### src/rtl/clock_timebase.sv
// clock_timebase: divides the system clock into a 1 Hz tick and keeps
// the second/minute/hour indices for the ammeter-clock needle drivers.
// A valid/ready load port sets the time; out-of-range requests are rejected.
`timescale 1ns/1ps

module clock_timebase #(
    parameter int SYSCLKHZ = 50_000_000,
    parameter int HOURS    = 12
) (
    input  logic       clk,
    input  logic       Rst,
    input  logic       En,
    input  logic       set_valid,
    input  logic [7:0] set_sec,
    input  logic [7:0] set_min,
    input  logic [7:0] set_hour,
    output logic       set_ready,
    output logic       set_ack,
    output logic       set_err,
    output logic [7:0] sec_data,
    output logic [7:0] min_data,
    output logic [7:0] hour_data,
    output logic       sec_tick,
    output logic       min_tick,
    output logic       hour_tick
);

    localparam int             PW        = $clog2(SYSCLKHZ);
    localparam logic [PW-1:0]  PRESC_TC  = PW'(SYSCLKHZ - 1);
    localparam logic [7:0]     MS_MAX    = 8'd59;
    localparam logic [7:0]     HOUR_MAX  = 8'(HOURS - 1);

    typedef enum logic [0:0] {
        ST_IDLE = 1'b0,
        ST_ACK  = 1'b1
    } state_t;

    state_t        state_r;
    state_t        next_state_s;
    logic [PW-1:0] presc_r;
    logic [7:0]    sec_r;
    logic [7:0]    min_r;
    logic [7:0]    hour_r;
    logic          sec_tick_r;
    logic          min_tick_r;
    logic          hour_tick_r;
    logic          set_ready_r;
    logic          set_ack_r;
    logic          set_err_r;

    logic          in_range_s;
    logic          load_s;
    logic          reject_s;
    logic          tc_s;
    logic          sec_wrap_s;
    logic          min_wrap_s;
    logic          hour_wrap_s;

    // Request range check and terminal-count/wrap detection.
    always_comb begin
        in_range_s  = (set_sec <= MS_MAX) && (set_min <= MS_MAX) && (set_hour <= HOUR_MAX);
        sec_wrap_s  = (sec_r == MS_MAX);
        min_wrap_s  = (min_r == MS_MAX);
        hour_wrap_s = (hour_r == HOUR_MAX);
        if (En && (presc_r == PRESC_TC)) begin
            tc_s = 1'b1;
        end else begin
            tc_s = 1'b0;
        end
    end

    // Load-port FSM next state and accept/reject decode.
    always_comb begin
        next_state_s = state_r;
        load_s       = 1'b0;
        reject_s     = 1'b0;
        case (state_r)
            ST_IDLE: begin
                if (set_valid) begin
                    if (in_range_s) begin
                        load_s       = 1'b1;
                        next_state_s = ST_ACK;
                    end else begin
                        reject_s     = 1'b1;
                        next_state_s = ST_IDLE;
                    end
                end else begin
                    next_state_s = ST_IDLE;
                end
            end
            ST_ACK: begin
                // Requests arriving during the ack cycle are ignored.
                next_state_s = ST_IDLE;
            end
            default: begin
                next_state_s = ST_IDLE;
            end
        endcase
    end

    // Load-port state register and registered handshake outputs.
    always_ff @(posedge clk or posedge Rst) begin
        if (Rst) begin
            state_r     <= ST_IDLE;
            set_ready_r <= 1'b1;
            set_ack_r   <= 1'b0;
            set_err_r   <= 1'b0;
        end else begin
            state_r     <= next_state_s;
            set_ready_r <= (next_state_s == ST_IDLE);
            set_ack_r   <= load_s;
            set_err_r   <= reject_s;
        end
    end

    // Prescaler and sec/min/hour cascade; an accepted load overrides a coincident tick.
    always_ff @(posedge clk or posedge Rst) begin
        if (Rst) begin
            presc_r     <= '0;
            sec_r       <= 8'd0;
            min_r       <= 8'd0;
            hour_r      <= 8'd0;
            sec_tick_r  <= 1'b0;
            min_tick_r  <= 1'b0;
            hour_tick_r <= 1'b0;
        end else if (load_s) begin
            presc_r     <= '0;
            sec_r       <= set_sec;
            min_r       <= set_min;
            hour_r      <= set_hour;
            sec_tick_r  <= 1'b0;
            min_tick_r  <= 1'b0;
            hour_tick_r <= 1'b0;
        end else if (tc_s) begin
            presc_r     <= '0;
            sec_tick_r  <= 1'b1;
            min_tick_r  <= sec_wrap_s;
            hour_tick_r <= sec_wrap_s && min_wrap_s;
            if (sec_wrap_s) begin
                sec_r <= 8'd0;
                if (min_wrap_s) begin
                    min_r  <= 8'd0;
                    hour_r <= hour_wrap_s ? 8'd0 : (hour_r + 8'd1);
                end else begin
                    min_r <= min_r + 8'd1;
                end
            end else begin
                sec_r <= sec_r + 8'd1;
            end
        end else begin
            sec_tick_r  <= 1'b0;
            min_tick_r  <= 1'b0;
            hour_tick_r <= 1'b0;
            if (En) begin
                presc_r <= presc_r + PW'(1);
            end else begin
                presc_r <= presc_r;
            end
        end
    end

    assign set_ready = set_ready_r;
    assign set_ack   = set_ack_r;
    assign set_err   = set_err_r;
    assign sec_data  = sec_r;
    assign min_data  = min_r;
    assign hour_data = hour_r;
    assign sec_tick  = sec_tick_r;
    assign min_tick  = min_tick_r;
    assign hour_tick = hour_tick_r;

endmodule

### config.mk
export PLATFORM = sky130hd
export DESIGN_NAME = clock_timebase
export DESIGN_NICKNAME = d
export VERILOG_FILES = /design/src/rtl/clock_timebase.sv
export SDC_FILE = /design/constraint.sdc
export NUM_CORES = 1
export LEC_CHECK = 0
export BUFFER_PORTS_ARGS = -buffer_cell sky130_fd_sc_hd__buf_2
export CAP_MARGIN = 0
export CORE_ASPECT_RATIO = 1.1
export CORE_MARGIN = 3
export CORE_UTILIZATION = 45
export DETAILED_ROUTE_END_ITERATION = 10
export GPL_TIMING_DRIVEN = 0
export PLACE_DENSITY = 0.69
export SETUP_SLACK_MARGIN = 0.5
export SLEW_MARGIN = 20
export SYNTH_ARGS = -nofsm -noshare
export SYNTH_HDL_FRONTEND = slang
export SYNTH_SLANG_ARGS = --single-unit
### constraint.sdc
create_clock -name clk -period 1.95 [get_ports clk]
set_input_delay 0.2925 -clock clk [delete_from_list [all_inputs] [get_ports clk]]
set_output_delay 0.2925 -clock clk [all_outputs]
set_load 0.02 [all_outputs]
# Yosys cells after proc, flatten, opt, wreduce, memory -nomap -nowiden
# Index checks and enable logic that the tools add are counted.
# W data, S select, Z words.
[totals]
out_inout_bits = 30
register_bits = 57
[classes]
muxes = 29
add_sub_neg = 4
n_bitwise = 2
n_reduce_logical = 10
eq_ne = 4
n_lt_le_gt_ge = 3
[ops]
columns = ["operator", "count"]
rows = [
  ["$mux W8", 12],
  ["$mux W26", 3],
  ["$add A26 B1 Y26 const B", 1],
  ["$eq A26 B26 Y1 const B", 1],
  ["$add A8 B1 Y8 const B", 3],
  ["$eq A8 B6 Y1 const B", 2],
  ["$le A8 B6 Y1 const B", 2],
  ["$mux W1", 13],
  ["$eq A8 B4 Y1 const B", 1],
  ["$le A8 B4 Y1 const B", 1],
  ["$reduce_bool A2 Y1", 3],
  ["$logic_and A1 B1 Y1", 4],
  ["$reduce_and A3 Y1", 1],
  ["$reduce_bool A3 Y1", 1],
  ["$not A1 Y1", 2],
  ["$pmux W1 S2", 1],
  ["$reduce_and A2 Y1", 1],
]

# Longest topological paths before layout
[depth]
ltp_word = 8
depth_mapped = 9
depth_no_buf = 6

# Worst setup path after synthesis
# No wires, ideal clock.
[synth_path]
path_type = "register to register"
start = "register sec_r[0] (netlist: sec_data[0])"
end = "register hour_r[3] (netlist: hour_data[3])"
t_arrival_ps = 2069
setup_time_ps = 82
path_stages_with_launch = 9
synth_period_minus_slack_ps = 2151
slack_ps = -201
path_cell_list = "dfrtp_1 > ha_1 > nor4b_2 > and2_1 > buf_2 > nand3_4 > buf_6 > or4b_1 > a31oi_1"
[synth_between]
elab_chain_len = 3
[synth_lines]
columns = ["item", "line_no", "text"]
rows = [
  ["from (decl)", "41", "logic [7:0] sec_r;"],
  ["from (signal assigned)", "128", "sec_r <= set_sec;"],
  ["from (signal assigned)", "148", "sec_r <= sec_r + 8'd1;"],
  ["$eq A8 B6 Y1", "62", "sec_wrap_s = (sec_r == MS_MAX);"],
  ["$reduce_bool A2 Y1 (no source line)", "n/a", ""],
  ["$reduce_and A3 Y1 (no source line)", "n/a", ""],
  ["to (signal assigned)", "130", "hour_r <= set_hour;"],
  ["to (signal assigned)", "143", "hour_r <= hour_wrap_s ? 8'd0 : (hour_r + 8'd1);"],
  ["to (decl)", "43", "logic [7:0] hour_r;"],
]
# No other way between the ends.
# A chain may end at the register's enable or synchronous reset.

# Final worst setup path
[layout_path]
start = "register presc_r[21]"
end = "register hour_r[7] (netlist: hour_data[7])"
[layout_between]
elab_chain_len = 5
[layout_lines]
columns = ["item", "line_no", "text"]
rows = [
  ["from (decl)", "40", "logic [PW-1:0] presc_r;"],
  ["from (signal assigned)", "155", "presc_r <= presc_r + PW'(1);"],
  ["from (signal assigned)", "157", "presc_r <= presc_r;"],
  ["$eq A26 B26 Y1", "65", "if (En && (presc_r == PRESC_TC)) begin"],
  ["$logic_and A1 B1 Y1", "65", ""],
  ["$mux W1", "65", ""],
  ["$reduce_bool A2 Y1 (no source line)", "n/a", ""],
  ["$reduce_and A3 Y1 (no source line)", "n/a", ""],
]
# No other way between the ends.

==> run metrics <==
CTS sink cnt=56; DRT Wirelength=9500 microns; first-pass GRT wire length=15080 microns; Detail Placement HPWL=~6100 microns; met2 WL=4952 microns; first-pass detailed-route iteration total=4; Chip Width=86.65 microns; CP Launch Type=flop; Design Area, Final=4654 sq um; sequential share of the synthesized area=between 40% and 50%; fmax=0.4927 GHz; fin crit share=104.1%; Syn Area/Cell=9.094 sq um; hold violation count in the final report=0; number of synthesized register bits=56; Gate Count Post-Synth=354; 1st-iter DRT viols=190; syn nets=386; ys async rst share=100.0%; Non-Filler Instances=553; Max Slew Vio Count=0; hold slack=23.99 ps; Port-buffer cells=between 50 and 60; Synth top area share=42.75%; final critical-path setup slack=-79.56 ps; Antenna Cells=0; Die Height=94.71 microns; total number of yosys warnings=0; Synth-to-Final Area Change=44.58%; Worst Path Required=between 2000 and 2500 ps; DRC=0; Clock Path Buffers=2; core area=slightly below 7000 sq um; arrival time at the worst endpoint=2290 ps; IO Count=58; post-synthesis cell type count=51; clock insertion delay at the later pin of the skew report=about 320 ps; Post-DRT Antenna Nets=0; Final Util=approximately 69%; share of cells above drive strength 1=42.89%; cell taking the most area after synthesis=dfrtp_1; Fillers=526; Peak VDD IR=~0.38 mV; initial antenna violation count=0; max layer used=met4; pwr dens=529.8 nW/um^2; CTS buffer count=5; Rows=31; HP Class=in2async; leak pwr=between 2 and 2.5 nW; Clock Root Buffer=clkbuf_8; Initial Utilization=47.70%; via count=3289; unrepaired setup endpoints after global routing=yes; placed insts=494; vias in the first global route=3166; metal3 WL=between 400 and 500 microns; final setup TNS=-462.2 ps; CTS tree=done; GRT Util Overall=23.02%; H-tree depth=2; GP Congestion=roughly 0.83; violated checks=setup timing; Mapped Area=3219 sq um; number of flops mapped to enable cells by yosys=0; Routed WL per cell=17.18 microns; Worst slew margin=59.61%; Via density=~6; Post-DP Area=between 3000 and 4000 sq um; DIE AREA=just over 8000 sq um; prevailing post-synth register cell=dfrtp_1; largest net degree at the start of global routing=32; ranking of synthesized cells by area=dfrtp_1, nand2_1, o21ai_0; status=finished, violations left; gr ovfl total=0; # nets final=502; Max Cap Violations=0; final setup fails=16; clock slew at reported path FFs=110 ps; M1 WL=roughly 4000 microns; hold_buf cts=0; Worst-Margin Slew=604.5 ps; Tmin final=2030 ps; WS Path Type=reg2reg; Crit. End Element=flop; worst-path fanout max=6; Layout Skew=17.00 ps
[repair_timing]
item	4_1_cts	5_1_grt
pin swaps	28	28
cloned	2	1
endpoints found under the setup margin	55	55
resized for setup	40	29
buffers inserted	39	9
[kinds of logic (layout without fill, tap and decap cells)]
logic type,count (synthesis),in the layout,synth area share (%)
DFF,56,56,43.57
muxes,5,5,1.593
AOI/OAI and AO/OA,85,85,16.32
xor gates and xnor gates,6,6,1.633
buffers and inverters,21,137,3.187
adders and majority gates,4,4,1.555
and+or+nand+nor,177,178,32.14
[critical path: stages, from the launching register on]
cell and delay [ps]:
dfrtp_1 450, and3_1 290, and4_1 250, buf_6 150
nand4_1 180, or4_1 510, a21oi_1 130
[worst paths after layout]
| kind | startpoint | end | slack, ps | depth (start not counted) |
|---|---|---|---|---|
| max reg2reg | presc_r[21] | hour_data[7] | -80 | 6 |
| min | Rst | hour_tick | 20 | 2 |
| min reg2reg | set_ack | set_err | 560 | 2 |
| max | presc_r[21] | hour_data[7] | -80 | 6 |
| min in group clk | set_min[0] | min_data[0] | 180 | 3 |
| max in group asynchronous | Rst | set_ready | 1300 | 3 |
[power breakdown]
group / total, W / leakage [nW] / switching [W] / internal, W
combinational: 0.000408 / 1.30 / 0.000215 / 0.000193
sequential: 0.00137 / 0.703 / 0.000116 / 0.00126
clock: 0.000683 / 0.0510 / 0.000398 / 0.000285
[registers in the layout (all words and copies together) (netlist names)]
register,count
presc_r,26
min_data,8
sec_data,8
set_err,1
hour_tick,1
set_ack,1
sec_tick,1
hour_data,8
set_ready,1
min_tick,1
[cell usage after synthesis, types with 5 or more instances]
library cell,number
a21oi_1,24
nor4_1,6
nand2_1,39
o21ai_0,26
or4_1,10
clkbuf_1,9
dfrtp_1,55
or3_1,13
nand3_1,21
nand4_1,13
and3_1,8
a31oi_1,8
and2_1,6
o31ai_1,10
inv_1,5
nor2_1,30
[layout make-up]
| class | count | area (sq um) | area share, % |
|---|---|---|---|
| repair buffers | 108 | 759.5 | 16.32 |
| plain buffers | 16 | 188.9 | 4.059 |
| multi-input cells | 278 | 2073 | 44.54 |
| clock inverters | 2 | 10.01 | 0.2151 |
| inverters | 5 | 22.52 | 0.4839 |
| well taps | 82 | 102.6 | 2.204 |
| clock buffers | 6 | 82.58 | 1.774 |
| flip-flops and latches | 56 | 1415 | 30.40 |
[routing by layer]
layer	GRT usage, %	up-vias
li1	-	1564
met1	28.16	1628
met2	42.16	90
met3	3.490	7
met4	5.584	0
met5	0	-
[cells in the final DEF, fill, tap and decap left out, drive strengths merged, types with 3 or more instances in the layout]
master  Yosys  routed
o211ai      3       3
or3        13      13
and3        8       8
nor4        7       7
nand4      13      13
o41ai       3       3
a21oi      24      24
o21ai      26      26
clkbuf      9      15
ha          4       4
and4        3       3
or4        10      10
buf         7     115
and2        6       6
nand2      39      40
xor2        3       3
nand3      22      22
dfrtp      55      55
nor2       30      30
a31oi       8       8
or4b        8       8
xnor2       3       3
mux2i       4       4
inv         5       4
o31ai      10      10
a21boi      4       4
o22a        3       3
[metrics by stage]
| step | worst slack (ps) | total power [W] |
|---|---|---|
| final | -79.56 | 0.002466 |
| after global routing | -131.5 | 0.002577 |
| after CTS | -31.29 | 0.002461 |
| after detailed placement | -188.3 | 0.001736 |
| after global placement | -165.2 | 0.001721 |
| after floorplan | 21.66 | 0.001610 |
No activity file was read; power rests on OpenSTA's default activity.
